$ cat config.mk
export PLATFORM = sky130hd
export DESIGN_NAME = mem_trace_recorder_flat
export DESIGN_NICKNAME = d
export VERILOG_FILES = /design/src/rtl/mem_trace_recorder_if.sv /design/src/rtl/mem_trace_recorder.sv /design/src/flat_wrapper.sv
export SDC_FILE = /design/constraint.sdc
export NUM_CORES = 1
export LEC_CHECK = 0
export ABC_CLOCK_PERIOD_IN_PS = 10490
export BUFFER_PORTS_ARGS = -buffer_cell sky130_fd_sc_hd__buf_4
export CORE_MARGIN = 2
export CORE_UTILIZATION = 36
export CTS_BUF_LIST = sky130_fd_sc_hd__clkbuf_4 sky130_fd_sc_hd__clkbuf_8 sky130_fd_sc_hd__clkbuf_16
export CTS_CLUSTER_SIZE = 20
export DETAILED_ROUTE_END_ITERATION = 12
export PLACE_DENSITY = 0.63
export SLEW_MARGIN = 40
export SYNTH_ARGS = -nofsm -noshare
export SYNTH_HDL_FRONTEND = slang
export SYNTH_SLANG_ARGS = --single-unit
$ cat constraint.sdc
create_clock -name clk -period 10.49 [get_ports clk]
set_clock_uncertainty 0.15 [all_clocks]
set_input_delay 0.5245 -clock clk [delete_from_list [all_inputs] [get_ports clk]]
set_output_delay 0.5245 -clock clk [all_outputs]
set_load 0.03 [all_outputs]
$ cat src/rtl/mem_trace_recorder_if.sv
// Handshake bundle between the CPU memory-request side, the trace recorder
// and the trace consumer. The recorder uses the slave view; whoever drives
// the CPU requests and consumes the trace uses the master view.
interface mem_trace_recorder_if;
    logic        MemRead;
    logic        MemWrite;
    logic [31:0] Address;
    logic [31:0] Write_data;
    logic [3:0]  Write_strb;
    logic [31:0] PC;
    logic        trace_valid;
    logic        trace_ready;
    logic [100:0] trace_data;

    modport slave (
        input  MemRead, MemWrite, Address, Write_data, Write_strb, PC,
        input  trace_ready,
        output trace_valid, trace_data
    );

    modport master (
        output MemRead, MemWrite, Address, Write_data, Write_strb, PC,
        output trace_ready,
        input  trace_valid, trace_data
    );
endinterface

$ cat src/rtl/mem_trace_recorder.sv
// Memory-request trace recorder: edge-detects CPU memory requests, packs
// each into a 101-bit record and queues it in a first-word fall-through
// FIFO drained over valid/ready. Also watches for the benchmark-end store
// and latches sticky done/pass flags.
module mem_trace_recorder #(
    parameter int unsigned DEPTH        = 16,
    parameter logic [31:0] PASS_ADDR    = 32'h0000000C,
    parameter bit          RECORD_READS = 1'b1
) (
    input  logic                    clk,
    input  logic                    resetn,
    mem_trace_recorder_if.slave     bus,
    output logic [$clog2(DEPTH):0]  trace_count,
    output logic [15:0]             drop_cnt,
    output logic                    overflow,
    output logic                    proto_err,
    output logic                    done,
    output logic                    pass
);

    localparam int unsigned AW = $clog2(DEPTH);
    localparam logic [AW:0] FULL_CNT = DEPTH[AW:0];
    localparam logic [AW:0] PTR_ONE  = {{AW{1'b0}}, 1'b1};

    typedef enum logic {ST_RUN, ST_DONE} state_t;

    state_t        state_q, state_d;
    logic          memread_q, memread_d;
    logic          memwrite_q, memwrite_d;
    logic [AW:0]   wr_ptr_q, wr_ptr_d;
    logic [AW:0]   rd_ptr_q, rd_ptr_d;
    logic [15:0]   drop_cnt_q, drop_cnt_d;
    logic          overflow_q, overflow_d;
    logic          proto_err_q, proto_err_d;
    logic          done_q, done_d;
    logic          pass_q, pass_d;

    logic [100:0]  mem_q [DEPTH];

    logic          wr_ev;
    logic          rd_ev;
    logic          want_push;
    logic          push_ok;
    logic          drop;
    logic          pop;
    logic          fifo_valid;
    logic          fifo_full;
    logic [AW:0]   count;
    logic [100:0]  rec;

    // Event detection, record packing and FIFO bookkeeping.
    always_comb begin
        wr_ev = bus.MemWrite & ~memwrite_q;
        // A simultaneous read is suppressed so only the write is recorded.
        rd_ev = bus.MemRead & ~memread_q & RECORD_READS & ~bus.MemWrite;

        count      = wr_ptr_q - rd_ptr_q;
        fifo_valid = (count != '0);
        fifo_full  = (count == FULL_CNT);

        want_push = (state_q == ST_RUN) & (wr_ev | rd_ev);
        pop       = fifo_valid & bus.trace_ready;
        // A pop in the same cycle frees the slot, so a full FIFO still accepts.
        push_ok   = want_push & (~fifo_full | pop);
        drop      = want_push & fifo_full & ~pop;

        if (wr_ev) begin
            rec = {1'b1, bus.Write_strb, bus.Address, bus.Write_data, bus.PC};
        end else begin
            rec = {1'b0, 4'h0, bus.Address, 32'h0, bus.PC};
        end
    end

    // Next-state values for all control registers.
    always_comb begin
        memread_d   = bus.MemRead;
        memwrite_d  = bus.MemWrite;
        wr_ptr_d    = push_ok ? (wr_ptr_q + PTR_ONE) : wr_ptr_q;
        rd_ptr_d    = pop ? (rd_ptr_q + PTR_ONE) : rd_ptr_q;
        drop_cnt_d  = drop_cnt_q;
        overflow_d  = overflow_q | drop;
        proto_err_d = proto_err_q | (bus.MemRead & bus.MemWrite);
        state_d     = state_q;
        done_d      = done_q;
        pass_d      = pass_q;

        if (drop && (drop_cnt_q != 16'hFFFF)) begin
            drop_cnt_d = drop_cnt_q + 16'd1;
        end

        // The end store itself is still pushed; only later events are blocked.
        if ((state_q == ST_RUN) && wr_ev && (bus.Address == PASS_ADDR)) begin
            state_d = ST_DONE;
            done_d  = 1'b1;
            pass_d  = (bus.Write_data == 32'h0);
        end
    end

    // Control registers with synchronous active-low reset.
    always_ff @(posedge clk) begin
        if (!resetn) begin
            state_q     <= ST_RUN;
            memread_q   <= 1'b0;
            memwrite_q  <= 1'b0;
            wr_ptr_q    <= '0;
            rd_ptr_q    <= '0;
            drop_cnt_q  <= 16'h0;
            overflow_q  <= 1'b0;
            proto_err_q <= 1'b0;
            done_q      <= 1'b0;
            pass_q      <= 1'b0;
        end else begin
            state_q     <= state_d;
            memread_q   <= memread_d;
            memwrite_q  <= memwrite_d;
            wr_ptr_q    <= wr_ptr_d;
            rd_ptr_q    <= rd_ptr_d;
            drop_cnt_q  <= drop_cnt_d;
            overflow_q  <= overflow_d;
            proto_err_q <= proto_err_d;
            done_q      <= done_d;
            pass_q      <= pass_d;
        end
    end

    // Record storage; contents are meaningless until a pointer covers them.
    always_ff @(posedge clk) begin
        if (push_ok) begin
            mem_q[wr_ptr_q[AW-1:0]] <= rec;
        end
    end

    assign bus.trace_valid = fifo_valid;
    assign bus.trace_data  = mem_q[rd_ptr_q[AW-1:0]];
    assign trace_count     = count;
    assign drop_cnt        = drop_cnt_q;
    assign overflow        = overflow_q;
    assign proto_err       = proto_err_q;
    assign done            = done_q;
    assign pass            = pass_q;

endmodule

$ cat src/flat_wrapper.sv
// flat-port wrapper written by rule: the top's interface ports become plain ports
module mem_trace_recorder_flat 
#(
    parameter int unsigned DEPTH        = 16,
    parameter logic [31:0] PASS_ADDR    = 32'h0000000C,
    parameter bit          RECORD_READS = 1'b1
)
  (clk, resetn, trace_count, drop_cnt, overflow, proto_err, done, pass, bus_MemRead, bus_MemWrite, bus_Address, bus_Write_data, bus_Write_strb, bus_PC, bus_trace_ready, bus_trace_valid, bus_trace_data);
  mem_trace_recorder_if bus_i ();
  input  logic clk;
  input  logic resetn;
  output logic [$clog2(DEPTH):0] trace_count;
  output logic [15:0] drop_cnt;
  output logic overflow;
  output logic proto_err;
  output logic done;
  output logic pass;
  input wire logic [$bits(bus_i.MemRead)-1:0] bus_MemRead;
  input wire logic [$bits(bus_i.MemWrite)-1:0] bus_MemWrite;
  input wire logic [$bits(bus_i.Address)-1:0] bus_Address;
  input wire logic [$bits(bus_i.Write_data)-1:0] bus_Write_data;
  input wire logic [$bits(bus_i.Write_strb)-1:0] bus_Write_strb;
  input wire logic [$bits(bus_i.PC)-1:0] bus_PC;
  input wire logic [$bits(bus_i.trace_ready)-1:0] bus_trace_ready;
  output wire logic [$bits(bus_i.trace_valid)-1:0] bus_trace_valid;
  output wire logic [$bits(bus_i.trace_data)-1:0] bus_trace_data;
  assign bus_i.MemRead = bus_MemRead;
  assign bus_i.MemWrite = bus_MemWrite;
  assign bus_i.Address = bus_Address;
  assign bus_i.Write_data = bus_Write_data;
  assign bus_i.Write_strb = bus_Write_strb;
  assign bus_i.PC = bus_PC;
  assign bus_i.trace_ready = bus_trace_ready;
  assign bus_trace_valid = bus_i.trace_valid;
  assign bus_trace_data = bus_i.trace_data;
  mem_trace_recorder #(.DEPTH(DEPTH), .PASS_ADDR(PASS_ADDR), .RECORD_READS(RECORD_READS)) u_core (.clk(clk), .resetn(resetn), .bus(bus_i), .trace_count(trace_count), .drop_cnt(drop_cnt), .overflow(overflow), .proto_err(proto_err), .done(done), .pass(pass));
endmodule
Word-level counts from Yosys, hierarchy flattened
Memories as Yosys holds them, arrays and structs flattened. A register that Yosys moved wholly into a read port is not among the register bits.
Cells that the tools add are included.
{"block": "classes", "addsub": 4, "eq_ne": 3, "mux": 5, "n_lt_le_gt_ge": 0, "n_mul": 0, "reduce_logical": 5, "shift": 0, "div": 0, "bitwise_logic": 19}
{"op": "$mux W101", "n": 1}
{"op": "$eq A32 B4 Y1 const B", "n": 1}
{"op": "$logic_not A32 Y1", "n": 1}
{"op": "$add A16 B1 Y16 const B", "n": 1}
{"op": "$ne A16 B16 Y1 const B", "n": 1}
{"op": "$add A5 B1 Y5 const B", "n": 2}
{"op": "$and A1 B1 Y1", "n": 9}
{"op": "$mux W4", "n": 2}
{"op": "$not A1 Y1", "n": 6}
{"op": "$eq A5 B5 Y1 const B", "n": 1}
{"op": "$reduce_bool A5 Y1", "n": 1}
{"op": "$sub A5 B5 Y5", "n": 1}
{"op": "$or A1 B1 Y1", "n": 4}
{"op": "$logic_and A1 B1 Y1", "n": 3}
{"op": "$mux W1", "n": 2}
{"block": "totals", "register_bits": 32, "rom_bits": 0, "memories": 1, "output_inout_bits": 127, "ram_bits": 1616, "word_cells": 46, "input_bits": 105, "latchBits": 0}
{"memory": "u_core.mem_q", "depth": 16, "word_bits": 101, "rd": 1, "rd_clocked_by_memory_dff": 1, "write_ports": 1, "line_no": "mem_trace_recorder.sv:38", "rtl": "logic [100:0] mem_q [DEPTH];"}

Logic depth before layout (Yosys ltp)
{"block": "logic_depth", "word_depth": 8, "mapped_depth": 13, "depth_no_buf": 10}

Least setup slack after synthesis
No wires, ideal clock.
{"block": "synth_timing", "path_type": "register to register", "start": "reg u_core.wr_ptr_q[0]", "end": "mem u_core.mem_q[3][0], enable pin", "period_less_slack_ns": 10.621, "t_arrival_ns": 9.765, "slack_ns": -0.131, "path_stages_with_launch": 12, "setup_ns": 0.706, "n_path_buf": 1, "t_required_ns": 9.634, "cell_sequence": "dfxtp_1 > inv_1 > ha_1 > inv_1 > fa_1 > xor2_1 > and4b_1 > nor2_1 > nor3_1 > clkbuf_1 > nor2_1 > nor3b_1"}
{"block": "synth_via", "elab_chain_cells": 7, "elab_cells_between_ends": 9, "classes_between": "add/sub (1); eq/ne (1); mux (2); bitwise (4); reduce/logical (1)"}
{"item": "start, declared", "line_no": "mem_trace_recorder.sv:30", "rtl": "logic [AW:0] wr_ptr_q, wr_ptr_d;"}
{"item": "start signal, assigned", "line_no": "mem_trace_recorder.sv:116", "rtl": "wr_ptr_q <= wr_ptr_d;"}
{"item": "$sub A5 B5 Y5 *", "line_no": "mem_trace_recorder.sv:57", "rtl": "count = wr_ptr_q - rd_ptr_q;"}
{"item": "named net trace_count[2]", "line_no": "flat_wrapper.sv:12", "rtl": "output logic [$clog2(DEPTH):0] trace_count;"}
{"item": "$reduce_bool A5 Y1 or $eq A5 B5 Y1 (tied branches)", "line_no": "mem_trace_recorder.sv:58, mem_trace_recorder.sv:59"}
{"item": "$and A1 B1 Y1 or $not A1 Y1 (tied branches)", "line_no": "mem_trace_recorder.sv:62, mem_trace_recorder.sv:64"}
{"item": "$or A1 B1 Y1 *", "line_no": "mem_trace_recorder.sv:64", "rtl": "push_ok = want_push & (~fifo_full | pop);"}
{"item": "$and A1 B1 Y1 *", "line_no": "mem_trace_recorder.sv:64"}
{"item": "$mux W1 *", "line_no": "mem_trace_recorder.sv:128", "rtl": "if (push_ok) begin"}
{"item": "$mux W1 (not written as such) *", "line_no": "mem_trace_recorder.sv:129", "rtl": "mem_q[wr_ptr_q[AW-1:0]] <= rec;"}
{"item": "end, declared", "line_no": "mem_trace_recorder.sv:38"}
Mark *: on every way through the listed nets, which the timed path passes. The rest lies on a longest branch.

==> flow_metrics.tcl <==
set metrics [dict create \
    rows 153 \
    tightestPinTransition_ns 0.826 \
    cts.repair.resized 0 \
    htreeDepth 4 \
    ys_ff_latch 1652 \
    wl_mm 144 \
    hp-class "in2reg" \
    ios 232 \
    irDropWorstVdd_uv 161 \
    endpoint_kind "output port" \
    rsz0062_at_grt "false" \
    coreArea_um2 173000 \
    cts_tree "yes" \
    grt_pass1_vias 29571 \
    final_layout_size_suffix_gt1_share_pct 35.3 \
    fin_crit_ns 5.09 \
    fin_area_um2 73700 \
    clockRootBuffer "clkbuf_16" \
    finalCritPeriodShare_pct 48.5 \
    layout_commonest_cell "edfxtp_1" \
    clk_pin_slew_ns 0.06 \
    syn_inst 2538 \
    clkLatencyLatePin_ns 0.79 \
    vias 28208 \
    timing.slew.headroom_pct 44.9 \
    synth_edf_count 1616 \
    initial_core_util_pct 36.1 \
    cts_buffer_depth 3 \
    postSynth.asyncResetShare_pct 0 \
    post-cts-setup-buffers 0 \
    drt-pass1-iter-count 5 \
    grt_pass1_wl_mm 208 \
    fin_tns_setup_ns 0 \
    drtIter0Drc 2595 \
    overflow 0 \
    cp_max_fo 64 \
    antenna_found_initial 16 \
    setup-violations-final 0 \
    placed_area_um2 67700 \
    remaining_drc_errors 0 \
    cp-start-kind "flop" \
    gp_congestion 0.724 \
    ys.flop_type "edfxtp_1" \
    power.density_nw_per_um2 225 \
    finalHoldViolCount 0 \
    die_x_um 421 \
    crit_arrival_ns 4.41 \
    die_height_um 421 \
    area_growth_pct 17.7 \
    dpl.hpwl_mm 76.1 \
    die_area_um2 177000 \
    required_ns 9.82 \
    yosysWarnings 0 \
    cts.sinks 1652 \
    synthesis.nets 2654 \
    final_util_pct 42.5 \
    layout_common_cells "edfxtp_1 (1,616), mux4_2 (505), buf_4 (250)" \
    final.hold.worst_slack_ns 0.202 \
    numCtsBuffers 163 \
    port_buffers 231 \
    syn-cell-area_um2 62700 \
    grt_start_max_net_pins 81 \
    nets 3058 \
    drv_cap 0 \
    ys_seq_area_share_pct 78.6 \
    path_class "reg2out" \
    ant_nets 0 \
    fmax_ghz 0.197 \
    status "finished clean" \
    routed_via_density 5.23 \
    ys_types 39 \
    p_leak_nw 22.7 \
    post_drt_wl_per_cell_um 26.7 \
    maxSlewViolCount 0 \
    grt_util_all_layers_pct 16.1 \
    synth.avg_cell_area_um2 24.7 \
]
-- critical path: stages (launching register included) --
cell	delay, ns
dfxtp_4	0.85
buf_6	0.61
buf_4	0.73
mux4_2	0.45
mux4_2	0.57
buf_4	0.21
-- metrics by stage --
step	setup slack [ns]	power [mW]	cells
final	5.40	16.6	5398
after global placement	5.18	11.0	5020
after CTS	5.17	16.8	5394
after floorplan	0.178	9.96	2538
after global routing	5.08	17.2	5397
after detailed placement	5.47	11.1	5029
-- cell families after synthesis --
| kind of cell | share of synthesized area (%) |
|---|---|
| flops | 78.6 |
| mux | 18.3 |
| simple gates | 1.54 |
| buf+inv | 0.902 |
| compound gates | 0.389 |
| fa+ha+maj | 0.232 |
| xor+xnor | 0.0699 |
-- per-layer routing --
layer / vias to the layer above / global-route usage (%) / wire length, um
li1: 11834 / - / -
met1: 15394 / 21.3 / 59700
met2: 753 / 27.2 / 73400
met3: 211 / 2.86 / 7250
met4: 16 / 4.93 / 3550
met5: - / 0 / 100
-- power by group --
| group | internal [mW] | switching [mW] |
|---|---|---|
| registers | 7.43 | 0.0828 |
| logic | 1.57 | 1.80 |
| clock network | 3.31 | 2.41 |
| total | 12.3 | 4.29 |
-- timing repair --
item | 4_1_cts | 5_1_grt
hold endpoints to repair | 1042 | 0
endpoints found under the setup margin | 0 | 0
hold buffers | 72 | 0
-- cell usage after synthesis (2+ instances only) --
library cell,instances,area share [%]
a21oi_1,20,0.16
and2_1,39,0.39
and3_1,5,0.050
buf_1,33,0.20
buf_2,23,0.18
buf_6,2,0.036
clkbuf_1,69,0.41
dfxtp_1,36,1.1
edfxtp_1,1616,77
ha_1,10,0.20
inv_1,12,0.072
mux2i_1,9,0.14
mux4_2,505,18
nand2_1,22,0.13
nand2b_1,8,0.080
nand3_1,18,0.14
nand3b_1,2,0.024
nand4_1,7,0.070
nor2_1,25,0.15
nor3_1,13,0.10
nor3b_1,3,0.036
nor4_1,15,0.15
o21ai_0,9,0.072
o31ai_1,8,0.096
or3_1,5,0.050
or3_2,2,0.024
or4_1,7,0.084
xor2_1,4,0.056
-- state kept, by name, summed over array words and instances, names as in the netlist, named ones only --
| name | flops |
|---|---|
| u_core.wr_ptr_q | 5 |
| u_core.mem_q | 1616 |
| u_core.pass | 1 |
| u_core.memread_q | 1 |
| u_core.overflow | 1 |
| u_core.memwrite_q | 1 |
| u_core.state_q | 1 |
| u_core.rd_ptr_q | 5 |
| u_core.proto_err | 1 |
| u_core.drop_cnt | 16 |
-- cell type report --
cell class / instances / area [um^2]
Inverter: 12 / 45.0
Timing Repair Buffer: 366 / 3280
Clock inverter: 90 / 831
Tap cell: 2325 / 2910
Clock buffer: 203 / 4420
Sequential cell: 1652 / 49300
Multi-Input combinational cell: 747 / 13000
Antenna cell: 3 / 7.51
Fill cell: 14823 / 99700
-- final timing paths --
kind              slack [ns]                from                   to  cells past startpoint
hold / removal          0.20   bus_Write_data[8]          u_core.pass                      6
setup reg to reg        5.78  u_core.wr_ptr_q[0]  u_core.mem_q[3][12]                     13
hold reg to reg         0.34    u_core.proto_err     u_core.proto_err                      2
setup / recovery        5.40                flop   bus_trace_data[73]                      5
Power figures use the tool's default switching activity.
